### src/rtl/led_cmd_pkg.sv
// Shared constants and types for the LED command sequencer: command bytes,
// digit bounds, mode/parser/sweep-index encodings.
package led_cmd_pkg;

  localparam logic [7:0] CMD_R_ON  = 8'd82;   // 'R'
  localparam logic [7:0] CMD_R_OFF = 8'd114;  // 'r'
  localparam logic [7:0] CMD_G_ON  = 8'd71;   // 'G'
  localparam logic [7:0] CMD_G_OFF = 8'd103;  // 'g'
  localparam logic [7:0] CMD_B_ON  = 8'd66;   // 'B'
  localparam logic [7:0] CMD_B_OFF = 8'd98;   // 'b'
  localparam logic [7:0] CMD_FREQ  = 8'd70;   // 'F'
  localparam logic [7:0] CMD_SWEEP = 8'd83;   // 'S'
  localparam logic [7:0] CMD_STOP  = 8'd88;   // 'X'

  localparam logic [7:0] DIGIT_LO = 8'd48;    // '0'
  localparam logic [7:0] DIGIT_HI = 8'd57;    // '9'

  // Bit positions inside the enable vector
  localparam int unsigned EN_R = 2;
  localparam int unsigned EN_G = 1;
  localparam int unsigned EN_B = 0;

  typedef enum logic {MODE_STATIC, MODE_SWEEP} mode_e;
  typedef enum logic {P_IDLE, P_ARG} parser_e;
  typedef enum logic [1:0] {IDX_R = 2'd0, IDX_G = 2'd1, IDX_B = 2'd2} idx_e;

  function automatic logic is_digit(input logic [7:0] b);
    return (b >= DIGIT_LO) && (b <= DIGIT_HI);
  endfunction

  function automatic idx_e next_idx(input idx_e i);
    case (i)
      IDX_R:   return IDX_G;
      IDX_G:   return IDX_B;
      default: return IDX_R;
    endcase
  endfunction

endpackage

### src/rtl/led_tick_gen.sv
// Free-running prescaler: one-cycle tick every TICK_DIV clocks.
module led_tick_gen #(
  parameter int unsigned TICK_DIV = 50000
) (
  input  logic clk_i,
  input  logic rst_i,
  output logic tick_o
);

  localparam int unsigned CW = $clog2(TICK_DIV);

  logic [CW-1:0] cnt_q;

  assign tick_o = (cnt_q == CW'(TICK_DIV - 1));

  always_ff @(posedge clk_i or posedge rst_i) begin
    if (rst_i)       cnt_q <= '0;
    else if (tick_o) cnt_q <= '0;
    else             cnt_q <= cnt_q + CW'(1);
  end

endmodule

### src/rtl/led_cmd_sequencer.sv
// Command-byte driven controller for the three active-low LEDs: per-channel
// enables, programmable blink and an R->G->B sweep.
module led_cmd_sequencer
  import led_cmd_pkg::*;
#(
  parameter int unsigned TICK_DIV   = 50000,
  parameter int unsigned STEP_TICKS = 100
) (
  input  logic       Clock,
  input  logic       Reset,
  input  logic [7:0] Cmd,
  input  logic       CmdValid,
  output logic       CmdReady,
  output logic       R_LED,
  output logic       G_LED,
  output logic       B_LED,
  output logic       Sweeping
);

  localparam int unsigned HMAX = 9 * STEP_TICKS;
  localparam int unsigned SW   = $clog2(HMAX + 1);

  logic          tick;
  logic          ready_q;
  logic [2:0]    en_q, en_d;
  logic [3:0]    period_q, period_d;
  mode_e         mode_q, mode_d;
  parser_e       pstate_q, pstate_d;
  logic          phase_q, phase_d;
  idx_e          idx_q, idx_d;
  logic [SW-1:0] step_q, step_d;
  logic [SW-1:0] half_c;
  logic          wrap_c;
  logic          accept_c;
  logic [2:0]    lit_c;
  logic [2:0]    led_q;
  logic          sweeping_q;

  led_tick_gen #(.TICK_DIV(TICK_DIV)) u_tick (
    .clk_i  (Clock),
    .rst_i  (Reset),
    .tick_o (tick)
  );

  assign accept_c = CmdValid && ready_q;
  assign half_c   = (period_q == 4'd0) ? SW'(STEP_TICKS)
                                       : SW'(32'(period_q) * STEP_TICKS);
  assign wrap_c   = tick && (step_q == half_c - SW'(1));

  // Parser, step counter and sequencing state
  always_comb begin
    en_d     = en_q;
    period_d = period_q;
    mode_d   = mode_q;
    pstate_d = pstate_q;
    phase_d  = phase_q;
    idx_d    = idx_q;
    step_d   = step_q;

    if (wrap_c) begin
      step_d = '0;
      if (mode_q == MODE_STATIC && period_q != 4'd0) phase_d = ~phase_q;
      if (mode_q == MODE_SWEEP) idx_d = next_idx(idx_q);
    end else if (tick) begin
      step_d = step_q + SW'(1);
    end

    // A restarting command overrides any same-cycle wrap effects
    if (accept_c) begin
      case (pstate_q)
        P_IDLE: begin
          case (Cmd)
            CMD_R_ON:  en_d[EN_R] = 1'b1;
            CMD_R_OFF: en_d[EN_R] = 1'b0;
            CMD_G_ON:  en_d[EN_G] = 1'b1;
            CMD_G_OFF: en_d[EN_G] = 1'b0;
            CMD_B_ON:  en_d[EN_B] = 1'b1;
            CMD_B_OFF: en_d[EN_B] = 1'b0;
            CMD_FREQ:  pstate_d = P_ARG;
            CMD_SWEEP: begin
              mode_d  = MODE_SWEEP;
              idx_d   = IDX_R;
              step_d  = '0;
              phase_d = phase_q;
            end
            CMD_STOP:  mode_d = MODE_STATIC;
            default: ;
          endcase
        end
        default: begin
          pstate_d = P_IDLE;
          if (is_digit(Cmd)) begin
            period_d = Cmd[3:0];
            phase_d  = 1'b1;
            step_d   = '0;
            idx_d    = idx_q;
          end
        end
      endcase
    end
  end

  always_comb begin
    lit_c = '0;
    if (mode_q == MODE_SWEEP) begin
      lit_c[EN_R] = (idx_q == IDX_R) && en_q[EN_R];
      lit_c[EN_G] = (idx_q == IDX_G) && en_q[EN_G];
      lit_c[EN_B] = (idx_q == IDX_B) && en_q[EN_B];
    end else begin
      lit_c = en_q & {3{(period_q == 4'd0) || phase_q}};
    end
  end

  always_ff @(posedge Clock or posedge Reset) begin
    if (Reset) begin
      ready_q    <= 1'b1;
      en_q       <= 3'b111;
      period_q   <= 4'd0;
      mode_q     <= MODE_STATIC;
      pstate_q   <= P_IDLE;
      phase_q    <= 1'b1;
      idx_q      <= IDX_R;
      step_q     <= '0;
      led_q      <= 3'b000;
      sweeping_q <= 1'b0;
    end else begin
      ready_q    <= ~accept_c;
      en_q       <= en_d;
      period_q   <= period_d;
      mode_q     <= mode_d;
      pstate_q   <= pstate_d;
      phase_q    <= phase_d;
      idx_q      <= idx_d;
      step_q     <= step_d;
      led_q      <= ~lit_c;
      sweeping_q <= (mode_q == MODE_SWEEP);
    end
  end

  assign CmdReady = ready_q;
  assign R_LED    = led_q[EN_R];
  assign G_LED    = led_q[EN_G];
  assign B_LED    = led_q[EN_B];
  assign Sweeping = sweeping_q;

endmodule

### config.mk
export PLATFORM = sky130hd
export DESIGN_NAME = led_cmd_sequencer
export DESIGN_NICKNAME = d
export VERILOG_FILES = /design/src/rtl/led_cmd_pkg.sv /design/src/rtl/led_tick_gen.sv /design/src/rtl/led_cmd_sequencer.sv
export SDC_FILE = /design/constraint.sdc
export NUM_CORES = 1
export LEC_CHECK = 0
export BUFFER_PORTS_ARGS = -buffer_cell sky130_fd_sc_hd__buf_2
export CORE_ASPECT_RATIO = 0.9
export CORE_MARGIN = 2
export CORE_UTILIZATION = 45
export DETAILED_ROUTE_END_ITERATION = 16
export SYNTH_ARGS = -nofsm -noshare
export SYNTH_HDL_FRONTEND = slang
export SYNTH_SLANG_ARGS = --single-unit
### constraint.sdc
create_clock -name Clock -period 7.89 [get_ports Clock]
set_clock_uncertainty 0.2 [all_clocks]
set_input_delay 0.789 -clock Clock [delete_from_list [all_inputs] [get_ports Clock]]
set_output_delay 0.789 -clock Clock [all_outputs]
set_load 0.01 [all_outputs]
==> summary.md <==
| Metric | Value |
|---|---|
| Most common cell after layout, fill and taps aside | `dfrtp_1` |
| Internal power | `0.335 mW` |
| Initial drt markers | `53` |
| Reg clk slew, reported paths | `0.09 ns` |
| Crit path cell chain | `inv_1 > ha_1 > ha_1 > inv_1 > fa_1 > nor4b_1 > nand4_1 > xor2_1 > xnor2_1 > o32ai_2 > a211o_1 > nor2_1` |
| Core footprint | `5350 µm²` |
| WP data arrival | `3.76 ns` |
| Critical Path Source Type | `flop` |
| Root buffer cell | `clkbuf_8` |
| Period utilization | `0.481` |
| Complex-gate fraction of the synthesized area | `0.0800` |
| Detail Placement HPWL | `3.40 mm` |
| RSZ-0062 raised after global routing | `false` |
| Syn avg cell area | `9.94 µm²` |
| Clock share of power | `0.393` |
| Setup WS pre-CTS | `4.14 ns` |
| Post-place instance area | `2690 µm²` |
| TritonCTS buffer count | `5` |
| Relative slew margins | `0.322` |
| Post-synthesis mux area share | `0.0158` |
| First drt pass iteration count | `4` |
| Setup TNS | `0 ns` |
| Post-CTS sizing | `0` |
| WHS Path Cells | `1` |
| Maximum clock insertion buffer count | `2` |
| Worst skew pair latency | `0.30 ns` |
| Critical path's top delay family | `adder cells` |
| Required time of the critical path | `7.86 ns` |
| Worst path max stage delay | `0.51 ns` |
| Sw frac | `0.237` |
| Mapped Cells | `255` |
| Post-synthesis sequential area ratio | `0.427` |
| P per Cell Area | `157 nW/µm²` |
| Ranking of synthesized cells by area | `dfrtp_1, xnor2_1, xor2_1` |
| Die footprint | `6250 µm²` |
| Port Buf Inserts | `15` |
| CP Buf/Inv Count | `2` |
| Sw power | `0.104 mW` |
| GRT overflow | `0` |
| DR WL/cell | `13.7 µm` |
| Yosys cell types | `50` |
| Design Area, Final | `2800 µm²` |
| Crit. End Element | `flop` |
| Reg2Reg Depth | `12` |
| Worst hold path startpoint | `en_q[1]` |
| Yosys warns | `0` |
| Slew Viols, Final | `0` |
| Synth Net Count | `279` |
| Achievable frequency | `264 MHz` |
| DIE HEIGHT | `75.2 µm` |
| Antenna-violating nets left | `0` |
| VDD IR max | `0.116 mV` |
| DRC Markers | `0` |
| Slowest CP cell | `fa_1` |
| Hold Crit Class | `flop to flop` |
| Post-synthesis register bit count | `43` |
| CTS tree | `yes` |
| Largest net degree at the start of global routing | `44` |
| Synth Area in Adders | `0.0672` |
| Min Tclk post-route | `3.79 ns` |
| Post-synthesis simple-gate area fraction | `0.261` |
| Max-cap violations | `0` |
| Status | `finished clean` |
| Worst R2R Start | `period_q[0]` |
| Crit path max fanout | `10` |
| H-tree depth | `2` |
| Share of cells above drive strength 1 | `0.138` |
| Fin worst setup slack | `4.10 ns` |
| Post-synthesis xor/xnor area fraction | `0.124` |
| Worst slew pin tran | `1.01 ns` |
| Setup slack, reg-to-reg | `4.10 ns` |
| Final GP Congestion | `0.795` |
| Vias in the first global route | `1744` |
| Area share of the largest cell type after synthesis | `0.375` |
| Finish-stage setup viols | `0` |
| Die width | `83.1 µm` |
| Std cell rows | `25` |
| Most frequent cells in the layout | `dfrtp_1, nor2_1, nand2_1` |
| Hold Buf Count CTS | `0` |
| Layout net count | `298` |
| Clock Sinks | `43` |
| Gr usage total | `0.164` |
| Dominant cell type by area after synthesis | `dfrtp_1` |
| Via-to-Cell Ratio | `5.44` |
| Combinational group share of total power | `0.077` |
| Drt total wl | `4.68 mm` |
| Leakage | `1.19 nW` |
| Crit path kind | `flop to flop` |
| Post-synth EDFFs | `0` |
| Count of final hold-check violations | `0` |
| Initial antenna violation count | `0` |
| I/O pins | `16` |
| Antenna diodes | `0` |
| Reg power frac | `0.529` |
| Largest family of logic cells by synthesized area | `simple AND/OR/NAND/NOR gates` |
| Post-Syn Area | `2530 µm²` |
| Global-route wire length before repair | `8.14 mm` |
| Initial cell density of the core | `0.474` |
| Post-synth ARST share | `1.00` |
| Routed vias | `1861` |
| WHS Endpoint | `led_q[1]` |
| Reg2Reg Capture Point | `step_q[8]` |
| Ys flop type | `dfrtp_1` |
| Layout area overhead | `10.6%` |
| Setup bufs post-CTS | `0` |
[stage by stage]
stage / hold WS, ns / power, mW / std cells / util
after floorplan: 0.231 / 0.259 / 255 / -
after global routing: 0.299 / 0.460 / 342 / 0.524
after detailed placement: 0.244 / 0.271 / 334 / 0.503
after CTS: 0.266 / 0.445 / 342 / 0.524
final: 0.263 / 0.439 / 342 / 0.524
after global placement: 0.249 / 0.271 / 334 / 0.503
[cell usage after synthesis, types with 2 or more instances]
cell and instances:
nand2b_1 2, o21ai_0 10, a21oi_1 4, clkbuf_1 3, nor2_1 28, nand3_1 10
a31oi_1 2, nand2_1 20, nor4_1 2, dfrtp_1 38, xor2_1 18, nand3b_1 4
nand4_1 4, and2_1 4, nor3b_1 4, mux2i_1 4, inv_1 12, a21o_1 2
and3_1 5, or3_1 2, a22oi_1 2, ha_1 12, nor4b_1 2, xnor2_1 18
nor3_1 7, o31ai_1 2, nor2b_1 3, dfstp_2 5, and4_1 5
[per-layer routing]
metal  vias to the layer above  track usage  wire length, µm
li1                        941            -                -
met1                       900        0.234             2460
met2                        15        0.255             2080
met3                         5       0.0329               97
met4                         0       0.0492               38
met5                         -            0                0
[cell type report]
| type | count | area [µm²] |
|---|---|---|
| fill | 488 | 2550 |
| multi-input combinational | 196 | 1400 |
| sequential | 43 | 1080 |
| tap | 67 | 83.8 |
| timing repair buffer | 16 | 82.6 |
| clock buffer | 5 | 68.8 |
| inverter | 12 | 45.0 |
| clock inverter | 3 | 43.8 |
[sequential cells by signal, summed over array words and instances (netlist names)]
signal / cells
u_tick.cnt_q: 16
step_q: 10
period_q: 4
en_q: 3
led_q: 3
idx_q: 2
CmdReady: 1
Sweeping: 1
mode_q: 1
phase_q: 1
pstate_q: 1
[cell families (layout without fill, tap and decap cells)]
family | count (synthesis) | count (layout)
AND/OR/NAND/NOR | 113 | 113
flip-flops | 43 | 43
XOR/XNOR | 36 | 36
AO/OA/AOI/OAI | 30 | 30
buffers and inverters | 16 | 36
adder cells (fa/ha/maj) | 13 | 13
multiplexers | 4 | 4
[power by group through the flow]
stage	clock (mW)	combinational (mW)	sequential (mW)
3_5_place_dp	0	0.0344	0.237
2_1_floorplan	0	0.0227	0.236
3_3_place_gp	0	0.0339	0.237
5_1_grt	0.188	0.0389	0.234
4_1_cts	0.178	0.0347	0.233
6_report	0.173	0.0340	0.233
[how the worst max path moves through the flow]
| stage | startpoint | to | slack [ns] | depth (start not counted) |
|---|---|---|---|---|
| 5_1_grt | period_q[0] | step_q[8] | 3.79 | 12 |
| 6_report | period_q[0] | step_q[8] | 4.10 | 12 |
| 3_3_place_gp | period_q[0] | step_q[6] | 4.29 | 12 |
| 2_1_floorplan | period_q[0] | phase_q | 4.51 | 12 |
| 3_5_place_dp | period_q[0] | step_q[8] | 4.14 | 12 |
| 4_1_cts | period_q[0] | step_q[2] | 4.09 | 12 |
Power figures use the tool's default switching activity.
